<file path="config.mk">
export PLATFORM = sky130hd
export DESIGN_NAME = sum_accumulator
export DESIGN_NICKNAME = d
export VERILOG_FILES = /design/src/rtl/sum_acc_pkg.sv /design/src/rtl/sum_accumulator.sv
export SDC_FILE = /design/constraint.sdc
export NUM_CORES = 1
export LEC_CHECK = 0
export ABC_CLOCK_PERIOD_IN_PS = 2900
export CAP_MARGIN = 20
export CORE_MARGIN = 2
export CORE_UTILIZATION = 35
export CTS_BUF_LIST = sky130_fd_sc_hd__clkbuf_4
export DETAILED_ROUTE_END_ITERATION = 10
export GPL_TIMING_DRIVEN = 1
export PLACE_DENSITY = 0.54
export SLEW_MARGIN = 20
export SYNTH_ARGS = -nofsm -noshare
export SYNTH_HDL_FRONTEND = slang
export SYNTH_SLANG_ARGS = --single-unit
</file>
<file path="constraint.sdc">
create_clock -name clk_i -period 2.9 [get_ports clk_i]
set_input_delay 0.58 -clock clk_i [delete_from_list [all_inputs] [get_ports clk_i]]
set_output_delay 0.58 -clock clk_i [all_outputs]
set_load 0.05 [all_outputs]
</file>
<file path="src/rtl/sum_acc_pkg.sv">
`default_nettype none
// ============================================================================
// Module      : sum_acc_pkg
// Description : Shared types and width helper for the windowed sum accumulator.
// Revision    : 1.0 - initial release
// ============================================================================
package sum_acc_pkg;

    typedef enum logic [0:0] {
        EMPTY = 1'b0,
        FULL  = 1'b1
    } sum_acc_state_e;

    // Width that holds WINDOW samples of (data_width+1) bits without overflow.
    function automatic int acc_width(input int data_width, input int window);
        return data_width + 1 + $clog2(window);
    endfunction

endpackage
`default_nettype wire

</file>
<file path="src/rtl/sum_accumulator.sv">
`default_nettype none
// ============================================================================
// Module      : sum_accumulator
// Description : Accumulates WINDOW adder samples; emits total and maximum through
//               a single-entry valid/ready output register.
// Revision    : 1.0 - initial release
// ============================================================================
module sum_accumulator
    import sum_acc_pkg::*;
#(
    parameter  int DATA_WIDTH = 6,
    parameter  int WINDOW     = 4,
    localparam int ACC_WIDTH  = acc_width(DATA_WIDTH, WINDOW)
) (
    input  logic                  clk_i,
    input  logic                  rst_i,
    input  logic [DATA_WIDTH:0]   sum_i,
    input  logic                  v_i,
    output logic                  ready_o,
    input  logic                  flush_i,
    output logic [ACC_WIDTH-1:0]  acc_o,
    output logic [DATA_WIDTH:0]   max_o,
    output logic                  v_o,
    input  logic                  ready_i
);

    localparam int                  CNT_WIDTH = (WINDOW > 2) ? $clog2(WINDOW) : 1;
    localparam logic [CNT_WIDTH-1:0] CNT_LAST = CNT_WIDTH'(WINDOW - 1);

    generate
        if (WINDOW < 2) begin : g_bad_window
            $error("sum_accumulator: WINDOW must be at least 2");
        end
    endgenerate

    sum_acc_state_e         state;
    sum_acc_state_e         state_next;
    logic [ACC_WIDTH-1:0]   run_acc;
    logic [DATA_WIDTH:0]    run_max;
    logic [CNT_WIDTH-1:0]   cnt;

    logic                   last;
    logic                   accept;
    logic                   complete;
    logic [ACC_WIDTH-1:0]   acc_sum;
    logic [DATA_WIDTH:0]    max_sum;

    assign last     = (cnt == CNT_LAST);
    assign v_o      = (state == FULL);
    // Combinational from ready_i so a completing sample can enter in the same
    // cycle the previous result drains.
    assign ready_o  = ~rst_i & ~(v_o & ~ready_i & last);
    assign accept   = v_i & ready_o & ~flush_i;
    assign complete = accept & last;
    assign acc_sum  = run_acc + ACC_WIDTH'(sum_i);
    assign max_sum  = (sum_i > run_max) ? sum_i : run_max;

    always_comb begin
        state_next = state;
        case (state)
            EMPTY:   if (complete) state_next = FULL;
            FULL:    if (!complete && ready_i) state_next = EMPTY;
            default: state_next = EMPTY;
        endcase
    end

    always_ff @(posedge clk_i) begin
        if (rst_i) begin
            state   <= EMPTY;
            run_acc <= '0;
            run_max <= '0;
            cnt     <= '0;
            acc_o   <= '0;
            max_o   <= '0;
        end else begin
            state <= state_next;
            if (flush_i || complete) begin
                run_acc <= '0;
                run_max <= '0;
                cnt     <= '0;
            end else if (accept) begin
                run_acc <= acc_sum;
                run_max <= max_sum;
                cnt     <= cnt + CNT_WIDTH'(1);
            end
            // Only a completing window may overwrite the held result.
            if (complete) begin
                acc_o <= acc_sum;
                max_o <= max_sum;
            end
        end
    end

endmodule
`default_nettype wire

</file>
==> flow_summary_export.csv, run 1 <==
group,metric,value,unit
clock_network,clkLatencyLatePin,0.33,ns
critical_path,worstPathRequired,3.15,ns
power,pwr-share-comb,0.182,
power,ir_drop,0.000261,V
logic_synthesis,synth_seq_cells,35,
die,rows,26,
clock_network,cts_tree,"built",
sta,max_freq,397,MHz
placed_design,dp.cells,303,
min_path,hp-class,"register to register",
sta,timing.setup.tns,0,ns
sta,setup_viol,0,
global_route,grt_pass1_vias,1564,
critical_path,reg2reg_depth,7,
sta,hold_ws,0.467,ns
detailed_routing,top_layer,"met4",
die,fp.dieH,77.5,um
clock_network,cts_buffer_depth,2,
detailed_routing,vias,1574,
logic_synthesis,yosysUniqueCellTypes,42,
clock_network,cts_made_buffers,5,
die,start_util,0.366,
sta,worst_slew_pin_slew,0.505,ns
detailed_routing,met3WireLength,154,um
logic_synthesis,ys.flop_type,"dfxtp_1",
final_layout,syn2layout_area_growth,25.0,%
sta,fin_crit,2.52,ns
final_layout,layout.cells.non_filler,310,
power,intPower,0.651,mW
placed_design,post-dp-hpwl,3350,um
critical_path,cp.arrival,2.77,ns
detailed_routing,wl_met2,2080,um
power,p_leak,0.878,nW
final_layout,fill_cells,520,
final_layout,drive_gt1_frac,0.167,
power,powerDensity,378,nW/um2
critical_path,critPathKind,"input pin to register",
sta,rsz0062_at_grt,"no",
final_layout,diodes,0,
detailed_routing,vias_per_cell,5.08,
logic_synthesis,synthTopCellsByArea,"dfxtp_1, ha_1, o221a_2, a211oi_2, a21oi_1",
critical_path,crit_path_max_fanout,4,
die,die_w,77.5,um
logic_synthesis,synth_common_cells,"dfxtp_1, nand2_1, nor2_1",
final_layout,multi_input_area,1130,um2
detailed_routing,drt_wl_total,4330,um
detailed_routing,wl_met1,2050,um
global_route,antenna_found_initial,0,
critical_path,end_kind,"register",
critical_path,cp-endpoint,"acc_o[8]$_SDFFE_PP0P_",
sta,finalCritPeriodShare,0.869,
placed_design,gp_congestion,0.809,
power,switchingPower,0.245,mW
critical_path,reg2reg_slack,0.82,ns
die,pin_count,30,
critical_path,startpoint,"sum_i[0]",
detailed_routing,wl_per_cell,14.0,um
detailed_routing,dr.first_iter.drc_count,55,
logic_synthesis,yosys_warnings,0,
final_layout,fin_nets,268,
sta,max_slew_margin,0.662,
critical_path,r2r-start,"run_acc[0]$_SDFFE_PP0P_",
logic_synthesis,avgSynthCellArea,9.42,um2
power,clkPwrFrac,0.265,
global_route,grt_pass1_wl,7400,um
detailed_routing,firstDrtPassIters,4,
critical_path,slowest_delay,0.47,ns
clock_network,cts_max_level,2,
clock_network,path_clk_slew,0.10,ns
logic_synthesis,synth_top_cell_area_share,0.370,
logic_synthesis,yosysMostFrequentCell,"dfxtp_1",
flow_run,cap_violations,0,
sta,hold_viol,0,
global_route,grt_max_degree,21,
power,pwr-share-seq,0.554,
logic_synthesis,yosysTopAreaCell,"dfxtp_1",
clock_network,cts_resized,0,
clock_network,postCtsSetupRepairBufs,0,
clock_network,numClockSinks,35,
critical_path,r2r-end,"acc_o[8]$_SDFFE_PP0P_",
placed_design,place_area,2320,um2
global_route,grt_overflow_total,0,
critical_path,start_kind,"input pin",
die,core,5170,um2
detailed_routing,drtAntennaViolNets,0,
final_layout,final_area,2370,um2
sta,drv_slew,0,
critical_path,slowest_stage,"clkdlybuf4s50_1",
logic_synthesis,syn_inst,201,
critical_path,path_cells,"clkdlybuf4s50_1, ha_1, fa_1, a211oi_1, o21a_1, o21ba_1, o21ai_0, a311oi_2",
logic_synthesis,ys_seq_area_frac,0.370,
clock_network,root_buffer,"clkbuf_4",
logic_synthesis,async_reset_ff_frac,0,
placed_design,portBuffers,29,
logic_synthesis,syn_area,1890,um2
die,dieArea,6010,um2
clock_network,cts-hold-fix-buffers,0,
global_route,grtUsageTotal,0.155,
logic_synthesis,synth_edf_count,0,
sta,fin_skew,0.00481,ns
logic_synthesis,syn_nets,229,
power,sw_frac_of_total,0.274,
detailed_routing,drc_errors,0,
status,run_status,"completed",
final_layout,regArea,701,um2
per-layer routing:
layer  global-route usage  vias to the layer above
li1                     -                      817
met1                0.191                      720
met2                0.270                       31
met3               0.0337                        6
met4               0.0429                        0
met5                    0                        -
state kept, by name, summed over array words and instances, names as in the netlist:
register,flops
v_o,1
run_max,7
acc_o,9
max_o,7
run_acc,9
cnt,2
how the worst min path moves through the flow:
stage                           from                     to  slack, ns  cells past startpoint
2_1_floorplan    cnt[1]$_SDFFE_PP0P_    cnt[1]$_SDFFE_PP0P_       0.44                      2
3_3_place_gp   acc_o[3]$_SDFFE_PP0P_  acc_o[3]$_SDFFE_PP0P_       0.45                      2
3_5_place_dp   acc_o[0]$_SDFFE_PP0P_  acc_o[0]$_SDFFE_PP0P_       0.45                      2
4_1_cts        acc_o[0]$_SDFFE_PP0P_  acc_o[0]$_SDFFE_PP0P_       0.47                      2
5_1_grt        acc_o[4]$_SDFFE_PP0P_  acc_o[4]$_SDFFE_PP0P_       0.48                      2
6_report       acc_o[3]$_SDFFE_PP0P_  acc_o[3]$_SDFFE_PP0P_       0.47                      2
logic make-up after synthesis:
kind of cell / count (synthesis) / synth area share
xor gates and xnor gates: 7 / 0.0324
muxes: 7 / 0.0370
adders and majority gates: 16 / 0.110
DFF: 35 / 0.370
buffers and inverters: 15 / 0.0344
and+or+nand+nor: 58 / 0.145
AOI/OAI and AO/OA: 63 / 0.272
per-stage QoR:
stage	worst slack (ns)	power, mW	utilization
3_5_place_dp	0.0568	0.672	0.449
6_report	0.379	0.896	0.458
2_1_floorplan	0.490	0.612	-
5_1_grt	0.250	0.949	0.458
4_1_cts	0.409	0.919	0.458
3_3_place_gp	0.0722	0.671	0.449
cell usage in the layout (no fill, tap or decap), drive strengths merged, types with 3 or more instances in the layout:
cell type	netlist	layout
clkdlybuf4s50	0	28
buf	5	11
a21oi	18	18
nand2	22	22
nor2	19	19
xnor2	7	7
o21ai	10	10
dfxtp	35	35
mux2i	7	7
a211oi	13	13
a21o	3	3
ha	15	15
o221a	8	8
inv	8	8
clkbuf	2	5
worst max-delay path, delay by kind of cell:
kind	cells	cell delay, ns
AOI/OAI and AO/OA	5	1.04
buffers and inverters	1	0.47
adders and majority gates	2	0.68
power groups by stage:
stage | clock network [mW] | registers [mW] | logic [mW]
2_1_floorplan | 0 | 0.505 | 0.106
3_3_place_gp | 0 | 0.507 | 0.164
3_5_place_dp | 0 | 0.507 | 0.165
4_1_cts | 0.257 | 0.496 | 0.165
5_1_grt | 0.270 | 0.498 | 0.182
6_report | 0.237 | 0.496 | 0.163
layout make-up:
class	count	area share
inverters	8	0.0127
well taps	70	0.0370
multi-input cells	151	0.476
flip-flops and latches	35	0.296
clock buffers	5	0.0159
repair buffers	39	0.159
clock inverters	2	0.00370
Note: power is estimated with default switching activity, not from simulation.
==> run 2: changes to the inputs <==
--- a/config.mk
+++ b/config.mk
@@ -10,6 +10,7 @@
 export CORE_MARGIN = 2
 export CORE_UTILIZATION = 35
 export CTS_BUF_LIST = sky130_fd_sc_hd__clkbuf_4
+export CTS_CLUSTER_DIAMETER = 40
 export DETAILED_ROUTE_END_ITERATION = 10
 export GPL_TIMING_DRIVEN = 1
 export PLACE_DENSITY = 0.54
==> results of run 2 <==
No change in the layout: final DEF, timing and power equal those of run 1.
